$ cat src/rtl/cpu_pkg.sv
// Shared types and defaults for the CPU memory-side blocks.
package cpu_pkg;

  localparam int AW_DEF   = 32;
  localparam int DW_DEF   = 32;
  localparam int STARVE_W = 4;

  typedef enum logic [1:0] {
    IDLE  = 2'd0,
    ISSUE = 2'd1,
    WAIT  = 2'd2
  } state_t;

  typedef enum logic {
    OWN_I = 1'b0,
    OWN_D = 1'b1
  } owner_t;

  // Saturating increment used by the starvation counter.
  function automatic logic [STARVE_W-1:0] sat_inc(input logic [STARVE_W-1:0] v,
                                                  input logic [STARVE_W-1:0] lim);
    return (v < lim) ? v + 1'b1 : v;
  endfunction

endpackage

$ cat src/rtl/mem_arbiter_arb_prio.sv
// Grant selection between fetch and load/store. D normally wins, but after
// STARVE_MAX D grants in a row with a fetch waiting, the fetch is forced through.
module arb_prio
  import cpu_pkg::*;
#(
  parameter int STARVE_MAX = 4
) (
  input  logic clk,
  input  logic rst,
  input  logic idle,
  input  logic i_req,
  input  logic d_req,
  output logic i_gnt,
  output logic d_gnt
);

  localparam logic [STARVE_W-1:0] STARVE_LIM = STARVE_W'(STARVE_MAX);

  logic [STARVE_W-1:0] starve_cnt_reg;
  logic [STARVE_W-1:0] starve_cnt_next;
  logic                force_i;

  // Same-cycle grant decision; only meaningful while the arbiter is idle.
  always_comb begin
    force_i = i_req && (starve_cnt_reg == STARVE_LIM);
    d_gnt   = idle && d_req && !force_i;
    i_gnt   = idle && i_req && !d_gnt;
  end

  // Count D wins that bypassed a pending fetch; an I grant clears the count.
  always_comb begin
    starve_cnt_next = starve_cnt_reg;
    if (d_gnt && i_req) begin
      starve_cnt_next = sat_inc(starve_cnt_reg, STARVE_LIM);
    end else if (i_gnt) begin
      starve_cnt_next = '0;
    end
  end

  // Starvation counter register.
  always_ff @(posedge clk) begin
    if (rst) begin
      starve_cnt_reg <= '0;
    end else begin
      starve_cnt_reg <= starve_cnt_next;
    end
  end

endmodule

$ cat src/rtl/mem_arbiter.sv
// Shares one memory port between instruction fetch and load/store.
// One transaction in flight: IDLE (grant) -> ISSUE (m_req until m_ready)
// -> WAIT (until m_rvalid) -> IDLE, with the response pulsed one cycle later.
module mem_arbiter
  import cpu_pkg::*;
#(
  parameter int AW         = AW_DEF,
  parameter int DW         = DW_DEF,
  parameter int STARVE_MAX = 4
) (
  input  logic          clk,
  input  logic          rst,
  input  logic          i_req,
  input  logic [AW-1:0] i_addr,
  output logic          i_gnt,
  output logic          i_rvalid,
  output logic [DW-1:0] i_rdata,
  input  logic          d_req,
  input  logic          d_we,
  input  logic [AW-1:0] d_addr,
  input  logic [DW-1:0] d_wdata,
  output logic          d_gnt,
  output logic          d_rvalid,
  output logic [DW-1:0] d_rdata,
  output logic          m_req,
  output logic          m_we,
  output logic [AW-1:0] m_addr,
  output logic [DW-1:0] m_wdata,
  input  logic          m_ready,
  input  logic          m_rvalid,
  input  logic [DW-1:0] m_rdata,
  output logic          busy,
  output logic          err
);

  state_t        state_reg;
  state_t        state_next;
  owner_t        owner_reg;
  logic          we_reg;
  logic [AW-1:0] addr_reg;
  logic [DW-1:0] wdata_reg;
  logic [DW-1:0] i_rdata_reg;
  logic [DW-1:0] d_rdata_reg;
  logic          i_rvalid_reg;
  logic          d_rvalid_reg;
  logic          err_reg;
  logic          arb_idle;
  logic          rsp_take;

  // Grants are suppressed while reset is held so every output reads 0.
  assign arb_idle = (state_reg == IDLE) && !rst;

  arb_prio #(
    .STARVE_MAX(STARVE_MAX)
  ) u_prio (
    .clk  (clk),
    .rst  (rst),
    .idle (arb_idle),
    .i_req(i_req),
    .d_req(d_req),
    .i_gnt(i_gnt),
    .d_gnt(d_gnt)
  );

  // State register.
  always_ff @(posedge clk) begin
    if (rst) begin
      state_reg <= IDLE;
    end else begin
      state_reg <= state_next;
    end
  end

  // Next-state logic.
  always_comb begin
    state_next = state_reg;
    case (state_reg)
      IDLE:    if (i_gnt || d_gnt) state_next = ISSUE;
      ISSUE:   if (m_ready)        state_next = WAIT;
      WAIT:    if (m_rvalid)       state_next = IDLE;
      default:                     state_next = IDLE;
    endcase
  end

  // State-decoded outputs.
  always_comb begin
    m_req    = (state_reg == ISSUE);
    busy     = (state_reg != IDLE);
    rsp_take = (state_reg == WAIT) && m_rvalid;
  end

  // Capture the granted request; held stable on m_* for the whole transaction.
  always_ff @(posedge clk) begin
    if (rst) begin
      owner_reg <= OWN_I;
      we_reg    <= 1'b0;
      addr_reg  <= '0;
      wdata_reg <= '0;
    end else if (d_gnt) begin
      owner_reg <= OWN_D;
      we_reg    <= d_we;
      addr_reg  <= d_addr;
      wdata_reg <= d_wdata;
    end else if (i_gnt) begin
      owner_reg <= OWN_I;
      we_reg    <= 1'b0;
      addr_reg  <= i_addr;
      wdata_reg <= '0;
    end
  end

  // Route the memory response to its owner; flag responses nobody asked for.
  always_ff @(posedge clk) begin
    if (rst) begin
      i_rvalid_reg <= 1'b0;
      d_rvalid_reg <= 1'b0;
      i_rdata_reg  <= '0;
      d_rdata_reg  <= '0;
      err_reg      <= 1'b0;
    end else begin
      i_rvalid_reg <= rsp_take && (owner_reg == OWN_I);
      d_rvalid_reg <= rsp_take && (owner_reg == OWN_D);
      if (rsp_take && (owner_reg == OWN_I)) begin
        i_rdata_reg <= m_rdata;
      end
      if (rsp_take && (owner_reg == OWN_D)) begin
        d_rdata_reg <= we_reg ? '0 : m_rdata;
      end
      if (m_rvalid && (state_reg != WAIT)) begin
        err_reg <= 1'b1;
      end
    end
  end

  assign m_we     = we_reg;
  assign m_addr   = addr_reg;
  assign m_wdata  = wdata_reg;
  assign i_rvalid = i_rvalid_reg;
  assign d_rvalid = d_rvalid_reg;
  assign i_rdata  = i_rdata_reg;
  assign d_rdata  = d_rdata_reg;
  assign err      = err_reg;

endmodule

$ cat config.mk
export PLATFORM = sky130hd
export DESIGN_NAME = mem_arbiter
export DESIGN_NICKNAME = d
export VERILOG_FILES = /design/src/rtl/cpu_pkg.sv /design/src/rtl/mem_arbiter_arb_prio.sv /design/src/rtl/mem_arbiter.sv
export SDC_FILE = /design/constraint.sdc
export NUM_CORES = 1
export LEC_CHECK = 0
export BUFFER_PORTS_ARGS = -buffer_cell sky130_fd_sc_hd__buf_4
export CAP_MARGIN = 5
export CELL_PAD_IN_SITES_DETAIL_PLACEMENT = 0
export CELL_PAD_IN_SITES_GLOBAL_PLACEMENT = 1
export CORE_MARGIN = 5
export CORE_UTILIZATION = 32
export CTS_CLUSTER_SIZE = 40
export DETAILED_ROUTE_END_ITERATION = 10
export PLACE_DENSITY_LB_ADDON = 0.12
export SETUP_SLACK_MARGIN = 0.1
export SYNTH_ARGS = -nofsm -noshare
export SYNTH_HDL_FRONTEND = slang
export SYNTH_SLANG_ARGS = --single-unit
$ cat constraint.sdc
create_clock -name clk -period 1.9 [get_ports clk]
set_input_delay 0.095 -clock clk [delete_from_list [all_inputs] [get_ports clk]]
set_output_delay 0.095 -clock clk [all_outputs]
set_load 0.02 [all_outputs]
=== Yosys cells after proc, flatten, opt, wreduce, memory -nomap -nowiden ===
Index checks and enable logic that the tools add are counted.

* Register bits: 139
* Input bits: 135
* Output and inout bits: 136
* Logic and storage cells: 58

* $add $sub $neg: 1
* Order comparisons: 1
* Equality and inequality tests: 8
* Multiplexer cells: 15
* Bitwise operators: 1
* Reduce and logical (&&, ||, !) cells: 21

{| class="wikitable"
|+ Operators by type and width
! cell !! number
|-
| two-way mux 32 bit || 5
|-
| two-way mux 4 bit || 3
|-
| logical AND 1 bit || 11
|-
| two-way mux 2 bit || 3
|-
| != test 2 bit, second input constant || 3
|-
| case mux 2 bit (3 select lines) || 1
|-
| nonzero test 2 bit || 3
|-
| adder 4 x 1 -> 4 bit, second input constant || 1
|-
| == test 4 x 3 -> 1 bit, second input constant || 1
|-
| < comparator 4 x 3 -> 1 bit, second input constant || 1
|-
| != test 2 x 1 -> 1 bit, second input constant || 2
|-
| logical NOT 1 bit || 3
|-
| two-way mux 1 bit || 3
|-
| AND reduction 3 bit || 1
|-
| == test 2 x 1 -> 1 bit, second input constant || 1
|-
| == test 2 bit, second input constant || 1
|-
| logical NOT 2 bit || 1
|-
| AND reduction 2 bit || 1
|-
| logical OR 1 bit || 1
|-
| inverter 1 bit || 1
|}

=== Depth between registers and ports, before layout ===
* Word-level depth: 9
* Mapped depth: 7
* Gate-level depth less buffers: 6

=== Cells and area by module ===
A second synthesis with hierarchy kept.

* Cell total of the unflattened synthesis: 587
* Area, all modules: 5550.3 sq um

{| class="wikitable"
|+ Modules (own cells, without submodules)
! module !! times used !! cells an instance !! area each (sq um) !! seq. area each (sq um)
|-
| mem_arbiter || 1 || 562 || 5321.4 || 2702.6
|-
| arb_prio || 1 || 25 || 229.0 || 80.1
|}

=== Worst setup path before layout ===
OpenSTA, ideal clock, no wires.

* Path kind: flip-flop to flip-flop
* Start: reg u_prio.starve_cnt_reg[0]
* End: reg we_reg (netlist: m_we)
* Setup time: 59 ps
* Arrival time: 1455 ps
* Data required time: 1841 ps
* Path slack: 385 ps
* Stages on the path, launching flop included: 8
* Buffers on the path: 1
* Clock period less this slack: 1515 ps
* Cells stage by stage: dfxtp_1 inv_1 ha_1 nand4b_2 nand2_4 nor3_4 buf_2 a22o_1

* Cells in the longest elaborated chain, start to end: 7
* Elaborated cells on any way between the ends: 8
* Those cells by class: 1 x eq/ne; 1 x mux; 6 x reduce/logical

{| class="wikitable"
|+ RTL lines
! element !! RTL line !! RTL
|-
| start: declaration || mem_arbiter_arb_prio.sv:19 || <nowiki>logic [STARVE_W-1:0] starve_cnt_reg;</nowiki>
|-
| start signal: assignment || mem_arbiter_arb_prio.sv:45 || <nowiki>starve_cnt_reg <= starve_cnt_next;</nowiki>
|-
| == test 4 x 3 -> 1 bit * || mem_arbiter_arb_prio.sv:25 || <nowiki>force_i = i_req && (starve_cnt_reg == STARVE_LIM);</nowiki>
|-
| logical AND 1 bit * || mem_arbiter_arb_prio.sv:25 ||
|-
| logical NOT 1 bit * || mem_arbiter_arb_prio.sv:26 || <nowiki>d_gnt = idle && d_req && !force_i;</nowiki>
|-
| logical AND 1 bit * || mem_arbiter_arb_prio.sv:26 ||
|-
| via d_gnt || mem_arbiter.sv:22 || <nowiki>output logic d_gnt,</nowiki>
|-
| logical NOT 1 bit || mem_arbiter_arb_prio.sv:27 || <nowiki>i_gnt = idle && i_req && !d_gnt;</nowiki>
|-
| logical AND 1 bit || mem_arbiter_arb_prio.sv:27 ||
|-
| nonzero test 2 bit (no line) || -- ||
|-
| end signal: assignment || mem_arbiter.sv:101 || <nowiki>we_reg <= d_we;</nowiki>
|-
| end: declaration || mem_arbiter.sv:39 || <nowiki>logic we_reg;</nowiki>
|}

Mark *: on every way through the listed nets, which the timed path passes. The rest lies on a longest branch.
A chain may end at the register's enable or synchronous reset.

=== Final worst setup path ===
* Start: reg u_prio.starve_cnt_reg[0]
* End: reg addr_reg[6] (netlist: m_addr[6])

* Cells in the longest elaborated chain, start to end: 7
* Elaborated cells on any way between the ends: 8
* Those cells by class: 1 x eq/ne; 1 x mux; 6 x reduce/logical

{| class="wikitable"
|+ RTL lines
! element !! RTL line !! RTL
|-
| == test 4 x 3 -> 1 bit * || mem_arbiter_arb_prio.sv:25 ||
|-
| logical AND 1 bit * || mem_arbiter_arb_prio.sv:25 ||
|-
| logical NOT 1 bit * || mem_arbiter_arb_prio.sv:26 ||
|-
| logical AND 1 bit * || mem_arbiter_arb_prio.sv:26 ||
|-
| logical NOT 1 bit || mem_arbiter_arb_prio.sv:27 ||
|-
| logical AND 1 bit || mem_arbiter_arb_prio.sv:27 ||
|-
| nonzero test 2 bit (no line) || -- ||
|-
| end signal: assignment || mem_arbiter.sv:102 || <nowiki>addr_reg <= d_addr;</nowiki>
|-
| end signal: assignment || mem_arbiter.sv:107 || <nowiki>addr_reg <= i_addr;</nowiki>
|-
| end: declaration || mem_arbiter.sv:40 || <nowiki>logic [AW-1:0] addr_reg;</nowiki>
|}

Every way passes the cells marked *; elsewhere a longest branch is shown, timed or not.

==> out/metrics.csv <==
stage,metric,value,unit
run_status,status,finished clean,
timing,fin_tns_setup,0,ps
grt,grt_pass1_vias,5254,
worst_setup_path,cp_slowest_cell,dfxtp_2,
grt,grt_antenna_before_repair,0,
cts,cts.sinks,139,
detailed_routing,ant_nets,0,
worst_setup_path,critPathLaunchType,flop,
timing,worstMarginPinSlew,949,ps
floorplanning,dieArea,17800,sq um
place,place_area,7120,sq um
worst_setup_path,endpoint_kind,flop,
pwr,leakagePower,3.81,nW
place,port_buffers,270,
grt,grt_overflow,0,
detailed_routing,wl,17100,microns
floorplanning,io_pins,271,
floorplanning,die_h,134,microns
cts,cts_tree,done,
detailed_routing,num_vias,5046,
worst_setup_path,crit_path_cell_trace,inv_2 > ha_4 > nand4b_4 > buf_4 > a21boi_4 > clkbuf_16 > o22ai_1 > a211oi_1,
timing,max_freq,0.575,GHz
place,dp_hpwl,11600,microns
cts,path_clk_slew,60,ps
timing,slew_viol_final,0,
finish,register_area,2790,sq um
detailed_routing,viasPerCell,4.91,
synthesis,synth_edf_count,0,
synthesis,synth_cell_type_count,37,
synthesis,syn_inst,489,
synthesis,synthArstFlopShare,0,%
detailed_routing,routedWlPerCell,16.7,microns
job,drv_cap,0,
grt,grt_pass1_wl,26600,microns
grt,grt_max_degree,40,
synthesis,synth_area_per_cell,9.98,sq um
cts,root_buffer,clkbuf_16,
cts,h-tree-depth,4,
worst_setup_path,slowest_delay,340,ps
detailed_routing,firstDrtPassIters,4,
floorplanning,fp-row-count,45,
finish,num-nets-final,964,
detailed_routing,drt_iter0_drc,255,
finish,multi_input_area,1990,sq um
cts,cts_made_buffers,17,
synthesis,syn-num-nets,626,
timing,rsz0062_at_grt,yes,
synthesis,synthFlopType,dfxtp_1,
timing,min_period_over_period,91.6,%
timing,setup_violations,0,
timing,relSlewSlack,36.7,%
pwr,powerDensity,920,nW/um^2
finish,fin_area,8620,sq um
place,place.gp.congestion,0.779,
finish,final_layout_size_suffix_gt1_share,41.8,%
worst_setup_path,worstPathMaxFanout,15,
finish,diodes,0,
cts,clock_path_buffers,2,
synthesis,synth_area,4880,sq um
worst_hold_path,holdCritPathClass,input pin to flop,
synthesis,yosys_warnings,0,
grt,grtUsageTotal,18.5,%
worst_setup_path,crit_type,flop to flop,
worst_setup_path,crit_arrival,2060,ps
synthesis,synth-seq-cells,139,
pwr,ir_drop,0.598,mV
cts,clock_latency,410,ps
timing,hold_viol,0,
floorplanning,core_area,15100,sq um
detailed_routing,drc,0,
timing,fin_skew,8.13,ps
finish,n_fill_cell,1341,
worst_setup_path,cp.required,2220,ps
floorplanning,initial_core_util,32.3,%
floorplanning,fp.dieW,134,microns
finish,syn2layout_area_growth,76.6,%
synthesis,synth-seq-area-share,57.0,%
timing,fin_crit,1740,ps
[layout by cell type (no fill, tap or decap), types with 2 or more instances in the layout]
cell / n
clkinvlp_4: 4
buf_12: 3
nor3_1: 4
nor3_4: 2
nand2_1: 67
nor2_2: 2
clkinv_2: 4
o22ai_1: 31
a21o_1: 2
clkbuf_8: 2
nor2b_1: 3
a211oi_2: 7
dlygate4sd3_1: 68
nor2_1: 36
a22o_1: 65
buf_6: 2
dfxtp_2: 3
a211oi_1: 26
a21oi_1: 35
inv_2: 3
dfxtp_1: 136
bufinv_16: 4
inv_1: 2
buf_4: 285
nand3_1: 2
nand2b_1: 2
clkbuf_16: 18
[timing repair]
action / in CTS / in global routing
cloned: 2 / 1
endpoints found under the setup margin: 2 / 21
endpoints found under the hold margin: 102 / 0
setup buffers: 4 / 1
pin swaps: 3 / 3
hold buffers: 68 / 0
gates resized for setup: 9 / 12
[where the power goes]
group / switching, mW / internal (mW)
Combinational: 0.629 / 0.652
Sequential: 0.0904 / 3.06
Clock: 1.24 / 2.26
[metrics by stage]
step                setup WS [ps]  util [%]  std cells  hold slack [ps]  power (mW)
finish                        160      57.1       1028             23.1        7.93
global route                 69.9      57.1       1028             30.1        8.24
CTS                           104      56.6       1026             2.11        7.97
detailed placement            184      47.2        920              315        4.33
global placement              251      47.2        920              311        4.31
floorplan                     385         -        489              217        3.73
[cells by family after synthesis]
logic type	after synthesis	share of synthesized area [%]
adders and majority gates	2	0.513
AOI/OAI and AO/OA	174	25.9
muxes	1	0.205
and+or+nand+nor	126	11.8
DFF	139	57.0
buffers and inverters	47	4.54
[worst max-delay path: cells and delay by family, from the launching register on]
family / cells / cell delay, ps
flops: 1 / 340
buf+inv: 3 / 430
compound gates: 3 / 600
simple gates: 1 / 120
fa+ha+maj: 1 / 160
[worst paths after layout]
| kind | start | end | slack [ps] | cells after the start |
|---|---|---|---|---|
| max | u_prio.starve_cnt_reg[0]$_SDFFE_PP0P_ | m_addr[6]$_SDFFE_PP0P_ | 160 | 8 |
| min | i_addr[26] | m_addr[26]$_SDFFE_PP0P_ | 20 | 3 |
| max reg2reg | u_prio.starve_cnt_reg[0]$_SDFFE_PP0P_ | m_addr[6]$_SDFFE_PP0P_ | 160 | 8 |
| min reg2reg | i_rdata[14]$_SDFFE_PP0P_ | i_rdata[14]$_SDFFE_PP0P_ | 460 | 2 |
[cells in the mapped netlist, drive strengths merged, types with 2 or more instances]
| master | count | area [sq um] |
|---|---|---|
| dfxtp | 139 | 2780 |
| nand2 | 68 | 263 |
| nor2 | 38 | 145 |
| ha | 2 | 25.0 |
| a31oi | 2 | 12.5 |
| clkbuf | 13 | 48.8 |
| inv | 5 | 18.8 |
| nor3 | 6 | 46.3 |
| a211oi | 33 | 248 |
| nor2b | 3 | 18.8 |
| a21o | 2 | 15.0 |
| buf | 29 | 154 |
| a21oi | 35 | 175 |
| o22ai | 31 | 194 |
| a22o | 65 | 569 |
| nand3 | 2 | 10.0 |
| and2 | 2 | 12.5 |
| nand2b | 3 | 26.3 |
[layout make-up]
type | instances | share of cell area, %
timing repair buffer | 360 | 34.3
sequential | 139 | 32.3
multi-input combinational | 304 | 23.1
clock buffer | 20 | 5.30
tap | 188 | 2.73
clock inverter | 12 | 1.97
inverter | 5 | 0.218
[routing by layer]
metal	part of all wire (%)	track usage, %
met1	41	21.3
met2	50	31.6
met3	7.3	5.93
met4	2.2	7.71
met5	0	0
(Power assumes the default switching activity.)
